`src/rtl/ew_line_scheduler_if.sv`:
```
// -----------------------------------------------------------------------------
// ew_line_scheduler_if
// Command/handshake bundle between the ElementWise line scheduler and the
// HBM read/write command engines plus the ElementWise datapath.
//
// Signals:
//   rd_cmd_valid/ready   read command handshake
//   rd_cmd_addr          line start address of the operand being read
//   rd_cmd_len           bytes in the line (W * PIXEL_BYTES)
//   rd_cmd_sel           0 = operand A, 1 = operand B
//   ew_mode              operation driven to the datapath (0 add, 1 minus, 2 mul)
//   ew_line_done         datapath has one output line buffered (pulse)
//   wr_cmd_valid/ready   write command handshake
//   wr_cmd_addr          output line address
//   wr_cmd_len           bytes in the line (W * PIXEL_BYTES)
//   wr_done              write of the current line completed (pulse)
//
// Modports: master = scheduler side, slave = engine/datapath side.
// -----------------------------------------------------------------------------
interface ew_line_scheduler_if #(
    parameter int ADDR_W = 32
);
    logic              rd_cmd_valid;
    logic              rd_cmd_ready;
    logic [ADDR_W-1:0] rd_cmd_addr;
    logic [31:0]       rd_cmd_len;
    logic              rd_cmd_sel;
    logic [1:0]        ew_mode;
    logic              ew_line_done;
    logic              wr_cmd_valid;
    logic              wr_cmd_ready;
    logic [ADDR_W-1:0] wr_cmd_addr;
    logic [31:0]       wr_cmd_len;
    logic              wr_done;

    modport master (
        output rd_cmd_valid, rd_cmd_addr, rd_cmd_len, rd_cmd_sel, ew_mode,
        output wr_cmd_valid, wr_cmd_addr, wr_cmd_len,
        input  rd_cmd_ready, ew_line_done, wr_cmd_ready, wr_done
    );

    modport slave (
        input  rd_cmd_valid, rd_cmd_addr, rd_cmd_len, rd_cmd_sel, ew_mode,
        input  wr_cmd_valid, wr_cmd_addr, wr_cmd_len,
        output rd_cmd_ready, ew_line_done, wr_cmd_ready, wr_done
    );
endinterface

```
`src/rtl/ew_line_scheduler.sv`:
```
// -----------------------------------------------------------------------------
// ew_line_scheduler
// Hardware sequencer for one ElementWise operation (A op B -> Out) over an
// H x W x CH_div_Tout feature map, one pixel line at a time. For every line it
// issues a read of A, a read of B, waits for the datapath to finish the line,
// issues the write and waits for its completion.
//
// Ports:
//   clk, rst_n            clock, asynchronous active-low reset
//   start                 single-cycle pulse, latches all cfg_* inputs (IDLE only)
//   cfg_h/cfg_w/cfg_ch    map dimensions (H, W, CH_div_Tout)
//   cfg_mode              0 add, 1 minus, 2 mul, 3 reserved (error)
//   cfg_*_base            A, B and Out base addresses
//   cfg_in_surf/line      input surface and line strides
//   cfg_out_surf/line     output surface and line strides
//   bus                   command/handshake bundle (master side)
//   busy                  run in progress
//   done                  single-cycle completion pulse
//   err                   sticky: last accepted start had cfg_mode = 3
// -----------------------------------------------------------------------------
module ew_line_scheduler #(
    parameter int ADDR_W      = 32,
    parameter int DIM_W       = 16,
    parameter int PIXEL_BYTES = 32
) (
    input  logic              clk,
    input  logic              rst_n,
    input  logic              start,
    input  logic [DIM_W-1:0]  cfg_h,
    input  logic [DIM_W-1:0]  cfg_w,
    input  logic [DIM_W-1:0]  cfg_ch,
    input  logic [1:0]        cfg_mode,
    input  logic [ADDR_W-1:0] cfg_a_base,
    input  logic [ADDR_W-1:0] cfg_b_base,
    input  logic [ADDR_W-1:0] cfg_out_base,
    input  logic [ADDR_W-1:0] cfg_in_surf,
    input  logic [ADDR_W-1:0] cfg_in_line,
    input  logic [ADDR_W-1:0] cfg_out_surf,
    input  logic [ADDR_W-1:0] cfg_out_line,
    ew_line_scheduler_if.master bus,
    output logic              busy,
    output logic              done,
    output logic              err
);

    typedef enum logic [2:0] {
        S_IDLE    = 3'd0,
        S_RD_A    = 3'd1,
        S_RD_B    = 3'd2,
        S_WAIT_EW = 3'd3,
        S_WR      = 3'd4,
        S_WAIT_WR = 3'd5,
        S_NEXT    = 3'd6,
        S_FIN     = 3'd7
    } state_t;

    state_t r_state;
    state_t w_state_next;

    // Latched configuration
    logic [DIM_W-1:0]  r_cfg_h;
    logic [DIM_W-1:0]  r_cfg_ch;
    logic [1:0]        r_mode;
    logic [ADDR_W-1:0] r_a_base;
    logic [ADDR_W-1:0] r_b_base;
    logic [ADDR_W-1:0] r_out_base;
    logic [ADDR_W-1:0] r_in_surf;
    logic [ADDR_W-1:0] r_in_line;
    logic [ADDR_W-1:0] r_out_surf;
    logic [ADDR_W-1:0] r_out_line;
    logic [31:0]       r_len;

    // Loop counters and offset pointers (relative to the base addresses so a
    // single pointer pair serves both A and B reads).
    logic [DIM_W-1:0]  r_h;
    logic [DIM_W-1:0]  r_c;
    logic [ADDR_W-1:0] r_in_surf_ptr;
    logic [ADDR_W-1:0] r_in_line_ptr;
    logic [ADDR_W-1:0] r_out_surf_ptr;
    logic [ADDR_W-1:0] r_out_line_ptr;

    logic r_pend;   // ew_line_done seen while B read was still outstanding
    logic r_abort;  // run accepted with an empty map or reserved mode
    logic r_err;

    logic w_cfg_bad;
    logic w_last_h;
    logic w_last_c;
    logic w_accept;
    logic w_step;
    logic w_rd_valid;
    logic w_rd_sel;
    logic w_wr_valid;
    logic w_busy;
    logic w_done;

    assign w_cfg_bad = (cfg_h == '0) || (cfg_w == '0) || (cfg_ch == '0) ||
                       (cfg_mode == 2'd3);
    assign w_last_h  = (r_h == (r_cfg_h  - DIM_W'(1)));
    assign w_last_c  = (r_c == (r_cfg_ch - DIM_W'(1)));
    assign w_accept  = (r_state == S_IDLE) && start;
    assign w_step    = (r_state == S_NEXT) && !r_abort && !(w_last_h && w_last_c);

    // -------------------------------------------------------------------------
    // State register
    // -------------------------------------------------------------------------
    always_ff @(posedge clk or negedge rst_n) begin
        if (!rst_n) begin
            r_state <= S_IDLE;
        end else begin
            r_state <= w_state_next;
        end
    end

    // -------------------------------------------------------------------------
    // Next-state and output decode
    // -------------------------------------------------------------------------
    always_comb begin
        w_state_next = r_state;
        w_rd_valid   = 1'b0;
        w_rd_sel     = 1'b0;
        w_wr_valid   = 1'b0;
        w_busy       = 1'b1;
        w_done       = 1'b0;
        case (r_state)
            S_IDLE: begin
                w_busy = 1'b0;
                // A rejected configuration still walks through NEXT so the
                // done pulse lands two cycles after start, like a normal run's
                // NEXT -> FIN tail.
                if (start) begin
                    w_state_next = w_cfg_bad ? S_NEXT : S_RD_A;
                end
            end
            S_RD_A: begin
                w_rd_valid = 1'b1;
                if (bus.rd_cmd_ready) begin
                    w_state_next = S_RD_B;
                end
            end
            S_RD_B: begin
                w_rd_valid = 1'b1;
                w_rd_sel   = 1'b1;
                // A line-done that arrived early (or arrives now) skips the
                // wait state entirely.
                if (bus.rd_cmd_ready) begin
                    w_state_next = (r_pend || bus.ew_line_done) ? S_WR : S_WAIT_EW;
                end
            end
            S_WAIT_EW: begin
                if (bus.ew_line_done || r_pend) begin
                    w_state_next = S_WR;
                end
            end
            S_WR: begin
                w_wr_valid = 1'b1;
                if (bus.wr_cmd_ready) begin
                    w_state_next = S_WAIT_WR;
                end
            end
            S_WAIT_WR: begin
                if (bus.wr_done) begin
                    w_state_next = S_NEXT;
                end
            end
            S_NEXT: begin
                if (r_abort || (w_last_h && w_last_c)) begin
                    w_state_next = S_FIN;
                end else begin
                    w_state_next = S_RD_A;
                end
            end
            S_FIN: begin
                w_busy       = 1'b0;
                w_done       = 1'b1;
                w_state_next = S_IDLE;
            end
            default: begin
                w_state_next = S_IDLE;
            end
        endcase
    end

    // -------------------------------------------------------------------------
    // Early line-done capture: only armed while the B read is outstanding,
    // dropped once the handshake consumes it.
    // -------------------------------------------------------------------------
    always_ff @(posedge clk or negedge rst_n) begin
        if (!rst_n) begin
            r_pend <= 1'b0;
        end else if (r_state == S_RD_B) begin
            r_pend <= bus.rd_cmd_ready ? 1'b0 : (r_pend | bus.ew_line_done);
        end else begin
            r_pend <= 1'b0;
        end
    end

    // -------------------------------------------------------------------------
    // Configuration latch, loop counters and incremental address pointers
    // -------------------------------------------------------------------------
    always_ff @(posedge clk or negedge rst_n) begin
        if (!rst_n) begin
            r_cfg_h        <= '0;
            r_cfg_ch       <= '0;
            r_mode         <= '0;
            r_a_base       <= '0;
            r_b_base       <= '0;
            r_out_base     <= '0;
            r_in_surf      <= '0;
            r_in_line      <= '0;
            r_out_surf     <= '0;
            r_out_line     <= '0;
            r_len          <= '0;
            r_h            <= '0;
            r_c            <= '0;
            r_in_surf_ptr  <= '0;
            r_in_line_ptr  <= '0;
            r_out_surf_ptr <= '0;
            r_out_line_ptr <= '0;
            r_abort        <= 1'b0;
            r_err          <= 1'b0;
        end else if (w_accept) begin
            r_cfg_h        <= cfg_h;
            r_cfg_ch       <= cfg_ch;
            r_mode         <= cfg_mode;
            r_a_base       <= cfg_a_base;
            r_b_base       <= cfg_b_base;
            r_out_base     <= cfg_out_base;
            r_in_surf      <= cfg_in_surf;
            r_in_line      <= cfg_in_line;
            r_out_surf     <= cfg_out_surf;
            r_out_line     <= cfg_out_line;
            r_len          <= 32'(cfg_w) * 32'(PIXEL_BYTES);
            r_h            <= '0;
            r_c            <= '0;
            r_in_surf_ptr  <= '0;
            r_in_line_ptr  <= '0;
            r_out_surf_ptr <= '0;
            r_out_line_ptr <= '0;
            r_abort        <= w_cfg_bad;
            r_err          <= (cfg_mode == 2'd3);
        end else if (w_step) begin
            if (w_last_h) begin
                // New channel surface: line pointer restarts at the new surface
                r_h            <= '0;
                r_c            <= r_c + DIM_W'(1);
                r_in_surf_ptr  <= r_in_surf_ptr  + r_in_surf;
                r_in_line_ptr  <= r_in_surf_ptr  + r_in_surf;
                r_out_surf_ptr <= r_out_surf_ptr + r_out_surf;
                r_out_line_ptr <= r_out_surf_ptr + r_out_surf;
            end else begin
                r_h            <= r_h + DIM_W'(1);
                r_in_line_ptr  <= r_in_line_ptr  + r_in_line;
                r_out_line_ptr <= r_out_line_ptr + r_out_line;
            end
        end
    end

    // -------------------------------------------------------------------------
    // Outputs
    // -------------------------------------------------------------------------
    assign bus.rd_cmd_valid = w_rd_valid;
    assign bus.rd_cmd_sel   = w_rd_sel;
    assign bus.rd_cmd_addr  = (w_rd_sel ? r_b_base : r_a_base) + r_in_line_ptr;
    assign bus.rd_cmd_len   = r_len;
    assign bus.ew_mode      = r_mode;
    assign bus.wr_cmd_valid = w_wr_valid;
    assign bus.wr_cmd_addr  = r_out_base + r_out_line_ptr;
    assign bus.wr_cmd_len   = r_len;

    assign busy = w_busy;
    assign done = w_done;
    assign err  = r_err;

endmodule

```
`src/flat_wrapper.sv`:
```
// flat-port wrapper written by rule: the top's interface ports become plain ports
module ew_line_scheduler_flat 
#(
    parameter int ADDR_W      = 32,
    parameter int DIM_W       = 16,
    parameter int PIXEL_BYTES = 32
)
  (clk, rst_n, start, cfg_h, cfg_w, cfg_ch, cfg_mode, cfg_a_base, cfg_b_base, cfg_out_base, cfg_in_surf, cfg_in_line, cfg_out_surf, cfg_out_line, busy, done, err, bus_rd_cmd_valid, bus_rd_cmd_addr, bus_rd_cmd_len, bus_rd_cmd_sel, bus_ew_mode, bus_wr_cmd_valid, bus_wr_cmd_addr, bus_wr_cmd_len, bus_rd_cmd_ready, bus_ew_line_done, bus_wr_cmd_ready, bus_wr_done);
  ew_line_scheduler_if #(.ADDR_W(ADDR_W)) bus_i ();
  input  logic clk;
  input  logic rst_n;
  input  logic start;
  input  logic [DIM_W-1:0] cfg_h;
  input  logic [DIM_W-1:0] cfg_w;
  input  logic [DIM_W-1:0] cfg_ch;
  input  logic [1:0] cfg_mode;
  input  logic [ADDR_W-1:0] cfg_a_base;
  input  logic [ADDR_W-1:0] cfg_b_base;
  input  logic [ADDR_W-1:0] cfg_out_base;
  input  logic [ADDR_W-1:0] cfg_in_surf;
  input  logic [ADDR_W-1:0] cfg_in_line;
  input  logic [ADDR_W-1:0] cfg_out_surf;
  input  logic [ADDR_W-1:0] cfg_out_line;
  output logic busy;
  output logic done;
  output logic err;
  output wire logic [$bits(bus_i.rd_cmd_valid)-1:0] bus_rd_cmd_valid;
  output wire logic [$bits(bus_i.rd_cmd_addr)-1:0] bus_rd_cmd_addr;
  output wire logic [$bits(bus_i.rd_cmd_len)-1:0] bus_rd_cmd_len;
  output wire logic [$bits(bus_i.rd_cmd_sel)-1:0] bus_rd_cmd_sel;
  output wire logic [$bits(bus_i.ew_mode)-1:0] bus_ew_mode;
  output wire logic [$bits(bus_i.wr_cmd_valid)-1:0] bus_wr_cmd_valid;
  output wire logic [$bits(bus_i.wr_cmd_addr)-1:0] bus_wr_cmd_addr;
  output wire logic [$bits(bus_i.wr_cmd_len)-1:0] bus_wr_cmd_len;
  input wire logic [$bits(bus_i.rd_cmd_ready)-1:0] bus_rd_cmd_ready;
  input wire logic [$bits(bus_i.ew_line_done)-1:0] bus_ew_line_done;
  input wire logic [$bits(bus_i.wr_cmd_ready)-1:0] bus_wr_cmd_ready;
  input wire logic [$bits(bus_i.wr_done)-1:0] bus_wr_done;
  assign bus_rd_cmd_valid = bus_i.rd_cmd_valid;
  assign bus_rd_cmd_addr = bus_i.rd_cmd_addr;
  assign bus_rd_cmd_len = bus_i.rd_cmd_len;
  assign bus_rd_cmd_sel = bus_i.rd_cmd_sel;
  assign bus_ew_mode = bus_i.ew_mode;
  assign bus_wr_cmd_valid = bus_i.wr_cmd_valid;
  assign bus_wr_cmd_addr = bus_i.wr_cmd_addr;
  assign bus_wr_cmd_len = bus_i.wr_cmd_len;
  assign bus_i.rd_cmd_ready = bus_rd_cmd_ready;
  assign bus_i.ew_line_done = bus_ew_line_done;
  assign bus_i.wr_cmd_ready = bus_wr_cmd_ready;
  assign bus_i.wr_done = bus_wr_done;
  ew_line_scheduler #(.ADDR_W(ADDR_W), .DIM_W(DIM_W), .PIXEL_BYTES(PIXEL_BYTES)) u_core (.clk(clk), .rst_n(rst_n), .start(start), .cfg_h(cfg_h), .cfg_w(cfg_w), .cfg_ch(cfg_ch), .cfg_mode(cfg_mode), .cfg_a_base(cfg_a_base), .cfg_b_base(cfg_b_base), .cfg_out_base(cfg_out_base), .cfg_in_surf(cfg_in_surf), .cfg_in_line(cfg_in_line), .cfg_out_surf(cfg_out_surf), .cfg_out_line(cfg_out_line), .bus(bus_i), .busy(busy), .done(done), .err(err));
endmodule
```
`config.mk`:
```
export PLATFORM = sky130hd
export DESIGN_NAME = ew_line_scheduler_flat
export DESIGN_NICKNAME = d
export VERILOG_FILES = /design/src/rtl/ew_line_scheduler_if.sv /design/src/rtl/ew_line_scheduler.sv /design/src/flat_wrapper.sv
export SDC_FILE = /design/constraint.sdc
export NUM_CORES = 1
export LEC_CHECK = 0
export CAP_MARGIN = 30
export CORE_MARGIN = 5
export CORE_UTILIZATION = 50
export CTS_BUF_LIST = sky130_fd_sc_hd__clkbuf_16
export DETAILED_ROUTE_END_ITERATION = 7
export GPL_ROUTABILITY_DRIVEN = 0
export GPL_TIMING_DRIVEN = 0
export PLACE_DENSITY_LB_ADDON = 0.2
export SLEW_MARGIN = 40
export SYNTH_ARGS = -nofsm -noshare
export SYNTH_HDL_FRONTEND = slang
export SYNTH_SLANG_ARGS = --single-unit
export TNS_END_PERCENT = 5
```
`constraint.sdc`:
```
create_clock -name clk -period 9.85 [get_ports clk]
set_input_delay 2.4625 -clock clk [delete_from_list [all_inputs] [get_ports clk]]
set_output_delay 2.4625 -clock clk [all_outputs]
set_load 0.01 [all_outputs]
```
==> results.md, run 1 <==
Power and ir drop:
- Of the total power, the share spent switching nets is 0.446.
- The analysis attributes to net switching a power of 0.00539 W.
- The combinational power share is 0.587.
- The internal power contribution is 0.00668 W.
- IR analysis of the VDD net gives a maximum drop of around 0.24 mV.
- The power per cell area is between 300 and 400 nW/um^2.
- The fraction of power consumed by sequential logic is 0.259.
- The completed layout was analyzed and its total power is roughly 0.012 W.
- The part of the total power dissipated in the clock network is 0.154.
- The leakage power total is roughly 17 nW.

Worst hold path:
- The classification of the worst-slack hold path is register to register.
- The startpoint identified for the worst hold timing path is u_core.r_b_base[9].
- Counting instances, the worst hold path has a depth of 2.

STA:
- Final hold analysis gives a worst-case slack of about 0.47 ns.
- The total count of hold-check failures in the final report is 0.
- The max-slew violation total from the final report is 0.
- For this run, the top clock speed supported by timing is roughly 0.11 GHz.
- The number of setup violations in the final report is 0.
- The tightest slew margin relative to the limit is 0.348.
- The sum of negative setup slack is 0 ns.
- Setup repair after global routing left no endpoint under its margin.
- The transition time at the pin with the least slew margin is around 0.98 ns.
- Clock skew on the completed layout was measured at between 0.04 and 0.05 ns.
- The time the final worst path needs with I/O delays and setup is between 9 and 10 ns.
- Of the available clock period, the critical path in the final layout requires 0.923.

Placed design:
- The number of buffers inserted by port buffering is 384.
- Detailed placement finished with a half-perimeter wire length of roughly 74 mm.

Cells and area:
- For this run, the share of the core covered by cells in the final layout is 0.624.
- The fill cell instance count of the final layout is 4,942.
- From synthesis to final layout, the design area changed by 23.9%.
- In the final layout, the share of cells above drive strength 1 is 0.0559.
- The number of nets in the finished design is around 4,400.

Drt:
- In the final routing, the length of wire on met1 measures between 30 and 40 mm.
- The pre-antenna-repair detailed-routing pass consisted of 5 iterations.
- The total length of routed met3 wires is approximately 7.0 mm.
- After detailed routing, no signal wire sits above met5.
- The total length of routed wires is roughly 95 mm.
- Summed over all nets, wire length on met2 after detailed routing comes to ~45 mm.
- The via density per instance is around 5.6.
- The average wire per standard cell is about 20 um.
- The detailed router placed ~27,000 vias in this run.
- The post-route antenna net violation count is 0.
- The residual DRC count is 0.
- The DRC marker count from the first detailed-route iteration is around 2,000.

Global routing:
- The initial antenna violation count was 4.
- Entering global routing, the biggest net connects 73 pins.
- For this run, the total global-route usage over all layers was measured as 0.296.
- The number of global-route vias before repair came to 25,400.
- Summed over all layers, the global routing overflow is 0.
- The first global-routing pass estimated 143 mm of wire.

Floorplanning:
- In this run the standard cell core region covers around 56,000 um^2.
- The initial utilization of the core area, before any placement, comes to 0.504.
- around 420 I/O pins were placed.
- Measured along the x axis, the die boundary spans between 200 and 250 um.
- Measured along the y axis, the die boundary spans about 250 um.
- The die footprint is 61,600 um^2.
- After floorplanning, the core was divided into a little under 90 placement rows.

Logic synthesis:
- The biggest area consumer among synthesized cells is sky130_fd_sc_hd__dfrtp_1.
- The synthesized area is between 20,000 and 30,000 um^2.
- The number of flops mapped to enable cells by yosys is 0.
- In the synthesized netlist, the cells that appear most often are 1,010 x sky130_fd_sc_hd__nand2_1, 440 x sky130_fd_sc_hd__dfrtp_1, 214 x sky130_fd_sc_hd__nor2_1, 190 x sky130_fd_sc_hd__ha_1, 177 x sky130_fd_sc_hd__o21ai_0.
- Sorting the synthesized cells by area gives the leading types as sky130_fd_sc_hd__dfrtp_1 39%, sky130_fd_sc_hd__nand2_1 13%, sky130_fd_sc_hd__ha_1 8.4%.
- The prevailing post-synth register cell is sky130_fd_sc_hd__dfrtp_1.
- The fraction of post-synthesis cell area in the top cell type by area is 0.388.
- The most used standard cell by instance count after synthesis is sky130_fd_sc_hd__nand2_1.
- Of all flip-flops after synthesis, the portion carrying an async set or reset was 1.00.
- The number of unique standard cell types used by synthesis is 80.
- After synthesis the netlist holds a flip-flop and latch count of 440.
- The share of the Yosys chip area taken by registers is 0.388.
- The instance count of the mapped netlist is around 3,400.
- The synthesis warning total is 0.
- The post-synthesis area per instance is 8.26 um^2.

Clocking:
- The number of buffers on the longest clock path is 3.
- Once the clock tree was built, the setup fixing pass inserted 0 buffers.
- The clock reaches the later pin of the worst-skew pair after 0.63 ns.
- CTS placed an instance of sky130_fd_sc_hd__clkbuf_16 at the clock tree root.
- After clock tree synthesis, the clock-pin slew on the worst setup and hold paths is roughly 0.06 ns.
- The number of clock sinks is between 400 and 500.
- The post-cts repair resize count is 0.
- The H-tree was split into 2 levels.
- The hold-fix buffer count after cts is 0.
- The number of buffers added by the clock tree synthesis step is 52.
- The clock tree from TritonCTS is done.

Critical path:
- The timing startpoint of the critical path is u_core.r_state[1].
- The arrival time at the worst endpoint is approximately 6.6 ns.
- The maximum fanout count along the critical path is 10.
- The startpoint type of the worst setup path is a register.
- The number of cells on the worst reg-to-reg path is 13.
- The category of the most critical setup path is register to output port.
- STA classifies the critical path endpoint as an output port.
- The worst register-to-register path begins at u_core.r_cfg_h[0].
- The internal reg-to-reg setup slack is between 4 and 5 ns.
- Data on the critical path is required at its endpoint by between 7 and 8 ns.

Status:
- The run finished with clean final reports.

Flow run:
- The number of maximum-capacitance violations is 0.
==> final timing paths <==
| check | end |
|---|---|
| worst min-delay path | u_core.r_b_base[9] |
| worst min register to register | u_core.r_b_base[9] |
| max in group asynchronous | u_core.r_in_line[6] |
| min in group asynchronous | u_core.r_cfg_ch[3] |
| worst max-delay path | bus_rd_cmd_addr[31] |
| worst max register to register | u_core.r_in_line_ptr[19] |
==> logic make-up (layout without fill, tap and decap cells) <==
kind of cell / after synthesis / after routing / synth area share
AO/OA/AOI/OAI: 715 / 715 / 0.164
buffers and inverters: 237 / 723 / 0.0382
AND/OR/NAND/NOR: 1584 / 1584 / 0.237
flip-flops: 440 / 440 / 0.388
adder cells (fa/ha/maj): 196 / 196 / 0.0880
multiplexers: 48 / 48 / 0.0184
other: 1 / 36 / 0.000132
XOR/XNOR: 213 / 213 / 0.0658
==> placed cells by master (no fill, tap or decap), types with 9 or more instances in the layout <==
cell and n:
sky130_fd_sc_hd__and3_1 29, sky130_fd_sc_hd__nor4_1 25, sky130_fd_sc_hd__a21oi_1 175, sky130_fd_sc_hd__nor2_1 214
sky130_fd_sc_hd__nor2b_1 22, sky130_fd_sc_hd__clkbuf_1 110, sky130_fd_sc_hd__xor2_1 79, sky130_fd_sc_hd__a211oi_1 54
sky130_fd_sc_hd__dfrtp_1 440, sky130_fd_sc_hd__buf_4 50, sky130_fd_sc_hd__or4_1 9, sky130_fd_sc_hd__a21o_1 97
sky130_fd_sc_hd__o211ai_1 21, sky130_fd_sc_hd__clkbuf_2 11, sky130_fd_sc_hd__o21ai_0 177, sky130_fd_sc_hd__clkinv_1 9
sky130_fd_sc_hd__a22oi_1 12, sky130_fd_sc_hd__nand4_1 34, sky130_fd_sc_hd__nand3_1 92, sky130_fd_sc_hd__o21bai_1 30
sky130_fd_sc_hd__inv_1 59, sky130_fd_sc_hd__mux2i_1 14, sky130_fd_sc_hd__clkbuf_16 52, sky130_fd_sc_hd__a31oi_1 17
sky130_fd_sc_hd__and2_1 16, sky130_fd_sc_hd__clkdlybuf4s50_1 383, sky130_fd_sc_hd__o21a_1 24, sky130_fd_sc_hd__xnor2_1 134
sky130_fd_sc_hd__clkinv_2 12, sky130_fd_sc_hd__or3_1 17, sky130_fd_sc_hd__ha_1 190, sky130_fd_sc_hd__conb_1 32
sky130_fd_sc_hd__mux2_2 34, sky130_fd_sc_hd__nor3_1 57, sky130_fd_sc_hd__or2_2 12, sky130_fd_sc_hd__o31ai_1 14
sky130_fd_sc_hd__nand2_1 1010, sky130_fd_sc_hd__nand2b_1 25
==> flip-flops by register name, summed over array words and instances (netlist names), 32 cells and up <==
register and cells:
u_core.r_in_line 32, u_core.r_in_line_ptr 32, u_core.r_out_line 32, u_core.r_out_surf 32
u_core.r_in_surf_ptr 32, u_core.r_out_surf_ptr 32, u_core.r_b_base 32, u_core.r_a_base 32
u_core.r_out_line_ptr 32, u_core.r_in_surf 32, u_core.r_out_base 32
==> metal layers <==
metal | global-route usage | up-vias
met5 | 0 | -
met4 | 0.115 | 6
met3 | 0.0426 | 182
met2 | 0.495 | 967
met1 | 0.392 | 12700
li1 | - | 12800
==> final cells by class <==
cell class | count | area, um^2 | share of cell area
diodes | 4 | 10.0 | 0.000285
well taps | 756 | 946 | 0.0269
repair buffers | 395 | 4080 | 0.116
plain buffers | 184 | 901 | 0.0256
flip-flops and latches | 440 | 11000 | 0.313
multi-input cells | 2788 | 16400 | 0.467
clock inverters | 39 | 287 | 0.00816
clock buffers | 52 | 1300 | 0.0370
inverters | 53 | 199 | 0.00566
==> critical path: stages, from the launching register on <==
cell	delay, ns
sky130_fd_sc_hd__dfrtp_1	0.42
sky130_fd_sc_hd__clkbuf_1	0.31
sky130_fd_sc_hd__and3_1	0.20
sky130_fd_sc_hd__clkbuf_1	0.34
sky130_fd_sc_hd__clkbuf_1	0.63
sky130_fd_sc_hd__mux2_2	0.43
sky130_fd_sc_hd__ha_1	0.36
sky130_fd_sc_hd__a21o_1	0.21
sky130_fd_sc_hd__a21o_1	0.17
sky130_fd_sc_hd__a21o_1	0.19
sky130_fd_sc_hd__a221o_1	0.34
sky130_fd_sc_hd__a31oi_1	0.27
sky130_fd_sc_hd__a21oi_1	0.18
sky130_fd_sc_hd__a31o_2	0.31
sky130_fd_sc_hd__a2111o_1	0.44
sky130_fd_sc_hd__a31o_2	0.24
sky130_fd_sc_hd__a21oi_1	0.19
sky130_fd_sc_hd__xnor2_1	0.13
sky130_fd_sc_hd__clkdlybuf4s50_1	0.60
==> power groups by stage <==
stage               Sequential (W)  Combinational [W]  Clock (W)
CTS                        0.00311            0.00705    0.00188
detailed placement         0.00313            0.00700          0
global route               0.00319            0.00776    0.00195
finish                     0.00313            0.00709    0.00185
floorplan                  0.00290            0.00460          0
global placement           0.00313            0.00688          0
==> metrics by stage <==
step,setup slack [ns],cells,cell area (um^2)
floorplan,2.80,3465,28500
global placement,-13.54,4605,33300
detailed placement,1.42,4614,33500
CTS,0.734,4705,35100
global route,0.527,4708,35100
finish,0.762,4711,35100
(Power assumes the default switching activity.)
==> run 2, diff against run 1 <==
- clock period: 9.85 -> 8.2 ns (I/O delays scaled with it)
==> run 2 against run 1 <==
Effect of this change:
- clock skew decreased by 0.0034 ns
- design area about the same
- flip-flop and latch count unchanged
- utilization about the same
==> results.md, run 2 (same netlist as run 1, synthesis figures left out) <==
STA:
- The total count of hold-check failures in the final report came to 0 (unchanged).
- The number of setup violations in the final report came to 0 (unchanged).
- The smallest clock period supported by the final layout is computed as between 7 and 8 ns.
- The final clock skew came to 0.0373 ns (-0.00338 ns).
- The final worst setup slack is 0.213 ns (-0.549 ns).
- The tightest slew margin relative to the limit is 0.376 (+0.0284).
- The transition time at the pin with the least slew margin is 0.935 ns (-0.0426 ns).
- The sum of negative setup slack came to 0 ns (unchanged).
- Setup repair after global routing left no endpoint under its margin.
- The max-slew violation total from the final report came to 0 (unchanged).
- Dividing the final minimum period by the clock period gives 0.974.
- For this run, the top clock speed supported by timing is between 0.1 and 0.15 GHz.

Cells and area:
- The number of nets in the finished design was 4,389 (-0.046%).
- The synthesis-to-layout area growth was 23.9% (about the same).
- The fraction of layout instances using a drive strength above 1 is 0.0570 (+0.00104).
- The fill cell instance count of the final layout was 4,944 (+0.040%).
- The footprint of the flip-flops and latches is 11,000 um^2 (unchanged).
- The final standard cell area without fillers is 35,100 um^2 (about the same).
- The library cells used most frequently in the layout, excluding fill and tap cells, are 1,010 x sky130_fd_sc_hd__nand2_1, 440 x sky130_fd_sc_hd__dfrtp_1, 383 x sky130_fd_sc_hd__clkdlybuf4s50_1, 214 x sky130_fd_sc_hd__nor2_1, 190 x sky130_fd_sc_hd__ha_1.
- The area used by multi-input combinational logic is 16,400 um^2 (about the same).
- The final core utilization is 0.624 (about the same).
- Leaving out fill and tap cells, the most frequent cell in the layout is sky130_fd_sc_hd__nand2_1.

Critical path:
- The category of the most critical setup path is register to output port.
- The arrival time at the worst endpoint was 5.94 ns (-0.69 ns).
- In this run the worst setup path terminates at bus_rd_cmd_addr[31].
- The worst register-to-register path begins at u_core.r_cfg_h[0].
- The maximum fanout count along the critical path is 10 (unchanged).
- The critical path endpoint category is an output port.
- The internal reg-to-reg setup slack was 3.06 ns (-1.67 ns).
- The endpoint required time on the critical path is 6.15 ns (-1.24 ns).
- The timing startpoint of the critical path is u_core.r_state[0].
- The worst-path cell with the longest stage delay is sky130_fd_sc_hd__clkdlybuf4s50_1.
- The terminus of the critical flop-to-flop path is u_core.r_in_line_ptr[19].
- The startpoint type of the worst setup path is a register.
- Broken down by cell family, the worst path's largest delay share belongs to compound AO/OA/AOI/OAI gates.
- The critical path buffer and inverter count is 4 (unchanged).
- The cell seen most often among critical-path stages is sky130_fd_sc_hd__a21o_1.
- The delay of the slowest critical-path stage is 0.61 ns (-0.02 ns).
- Traced cell by cell, the critical path runs through clkbuf_1 -> inv_1 -> and3_2 -> buf_4 -> mux2_2 -> ha_1 -> a21o_1 -> a21o_1 -> a21o_1 -> a221o_1 -> a31oi_2 -> a21oi_1 -> a31o_2 -> a2111o_1 -> a31o_2 -> a21oi_1 -> xnor2_1 -> clkdlybuf4s50_1.
- The length in cells of the worst reg-to-reg path is 13 (unchanged).
- The logic depth of the worst path, buffers included is 18 (unchanged).

Power and ir drop:
- The total chip power is 0.0145 W (+20%).
- The fraction of power consumed by sequential logic was 0.259 (about the same).
- The part of the total power dissipated in the clock network is 0.154 (about the same).
- The power per cell area is 413 nW/um^2 (+20%).
- The switching share of power came to 0.446 (about the same).
- The peak supply drop is 0.282 mV (+17%).
- The leakage power total is 17.3 nW (about the same).
- The net switching power is 0.00647 W (+20%).
- The internal power contribution is 0.00803 W (+20%).
- The combinational power share is 0.587 (about the same).

Drt:
- The via count of the routed design is 26,700 (+0.33%).
- The DRC marker count from the first detailed-route iteration was 2,136 (+3.6%).
- The average wire per standard cell came to 20.2 um (about the same).
- The post-route antenna net violation count is 0 (unchanged).
- The residual DRC count is 0 (unchanged).
- The number of detailed-routing iterations run before antenna repair came to 8 (+3).
- The total length of routed wires is 94.9 mm (about the same).
- The via density per instance is 5.67 (+0.37%).

Floorplanning:
- The initial cell density of the core was 0.504 (unchanged).
- The core footprint is 56,300 um^2 (unchanged).
- The die height is 248 um (unchanged).
- The die footprint was 61,600 um^2 (unchanged).
- The standard-cell row count is 87 (unchanged).
- The boundary pin count was 417 (unchanged).
- The width of the die is 248 um (unchanged).

Worst hold path:
- The tightest min-delay check is of the register to register type.
- The hold path startpoint is u_core.r_b_base[30].

Clocking:
- The post-cts repair resize count is 4 (+4).
- The number of buffers added by the clock tree synthesis step was 52 (unchanged).
- The number of clock sinks is 440 (unchanged).
- The cell at the root of the clock tree is sky130_fd_sc_hd__clkbuf_16.
- The depth of the CTS H-tree is 2 (unchanged).
- The number of setup buffers added after CTS was 0 (unchanged).
- The clock slew seen by the registers of the worst setup and hold paths is 0.06 ns (about the same).
- The number of buffers on the longest clock path came to 3 (unchanged).
- The hold-fix buffer count after cts is 0 (unchanged).
- TritonCTS built the clock tree.
- The clock latency on the worst-skew pair is 0.63 ns (about the same).

Global routing:
- The initial antenna violation count is 4 (unchanged).
- The number of global-route vias before repair was 25,400 (+0.012%).
- The met1 track utilization from global routing came to 0.392 (about the same).
- The total global routing track utilization is 0.296 (about the same).
- After global routing, the most crowded layer is met2.
- The met3 track utilization from global routing came to 0.0426 (unchanged).
- The largest net degree at the start of global routing is 73 (unchanged).
- The first-pass GRT wire length came to 143 mm (about the same).
- The global routing met2 resource utilization is 0.495 (about the same).
- The residual overflow from global routing was 0 (unchanged).

Flow run:
- The number of maximum-capacitance violations is 0 (unchanged).

Placed design:
- The number of buffers inserted by port buffering came to 384 (unchanged).
- The detailed placement HPWL is 73.9 mm (unchanged).
- The worst setup timing slack at the placement stage was 0.186 ns (-1.24 ns).
- The cell area reported after detailed placement is 33,500 um^2 (unchanged).

Status:
- The run finished with clean final reports.
run 2: cell types whose count changed in the layout (fill, tap and decap cells not counted):
| cell | before | now |
|---|---|---|
| sky130_fd_sc_hd__and3_2 | 0 | 1 |
| sky130_fd_sc_hd__buf_4 | 50 | 51 |
| sky130_fd_sc_hd__clkbuf_4 | 0 | 1 |
| sky130_fd_sc_hd__a31oi_2 | 0 | 1 |
| sky130_fd_sc_hd__a31oi_1 | 17 | 16 |
| sky130_fd_sc_hd__clkbuf_1 | 110 | 106 |
| sky130_fd_sc_hd__and3_1 | 29 | 28 |
run 2: through the flow:
| step | hold slack (ns) | instances |
|---|---|---|
| after CTS | 0.475 | 4704 |
| after global placement | 0.453 | 4605 |
| final | 0.472 | 4709 |
| after floorplan | 0.440 | 3465 |
| after global routing | 0.485 | 4706 |
| after detailed placement | 0.457 | 4614 |
run 2: routing by layer:
layer	share of wire	wire [um]
met5	0.00035	33
met2	0.47	45000
met1	0.41	39300
met4	0.041	3880
met3	0.072	6800
run 2: worst min-delay path, cell delays in order (launching register included):
cell	delay, ns
sky130_fd_sc_hd__dfrtp_1	0.34
sky130_fd_sc_hd__nand2_1	0.05
sky130_fd_sc_hd__nand2_1	0.05
run 2: how the worst min path moves through the flow:
stage	to	cells past startpoint
final	u_core.r_b_base[30]	2
after global routing	u_core.r_b_base[20]	2
after CTS	u_core.r_b_base[1]	2
after detailed placement	u_core.r_b_base[18]	2
after global placement	u_core.r_b_base[17]	2
after floorplan	u_core.r_b_base[0]	2
run 2: layout make-up:
| type | count | area share |
|---|---|---|
| Clock buffer | 52 | 0.0370 |
| Clock inverter | 39 | 0.00815 |
| Multi-Input combinational cell | 2788 | 0.467 |
| Buffer | 182 | 0.0256 |
| Inverter | 53 | 0.00566 |
| Sequential cell | 440 | 0.313 |
| Tap cell | 756 | 0.0269 |
| Timing Repair Buffer | 395 | 0.116 |
| Antenna cell | 4 | 0.000285 |
run 2: power groups by stage:
stage	Sequential [W]	Combinational (W)	Clock (W)
final	0.00376	0.00851	0.00223
after global placement	0.00376	0.00827	0
after detailed placement	0.00376	0.00840	0
after global routing	0.00384	0.00932	0.00234
after floorplan	0.00348	0.00553	0
after CTS	0.00374	0.00847	0.00226
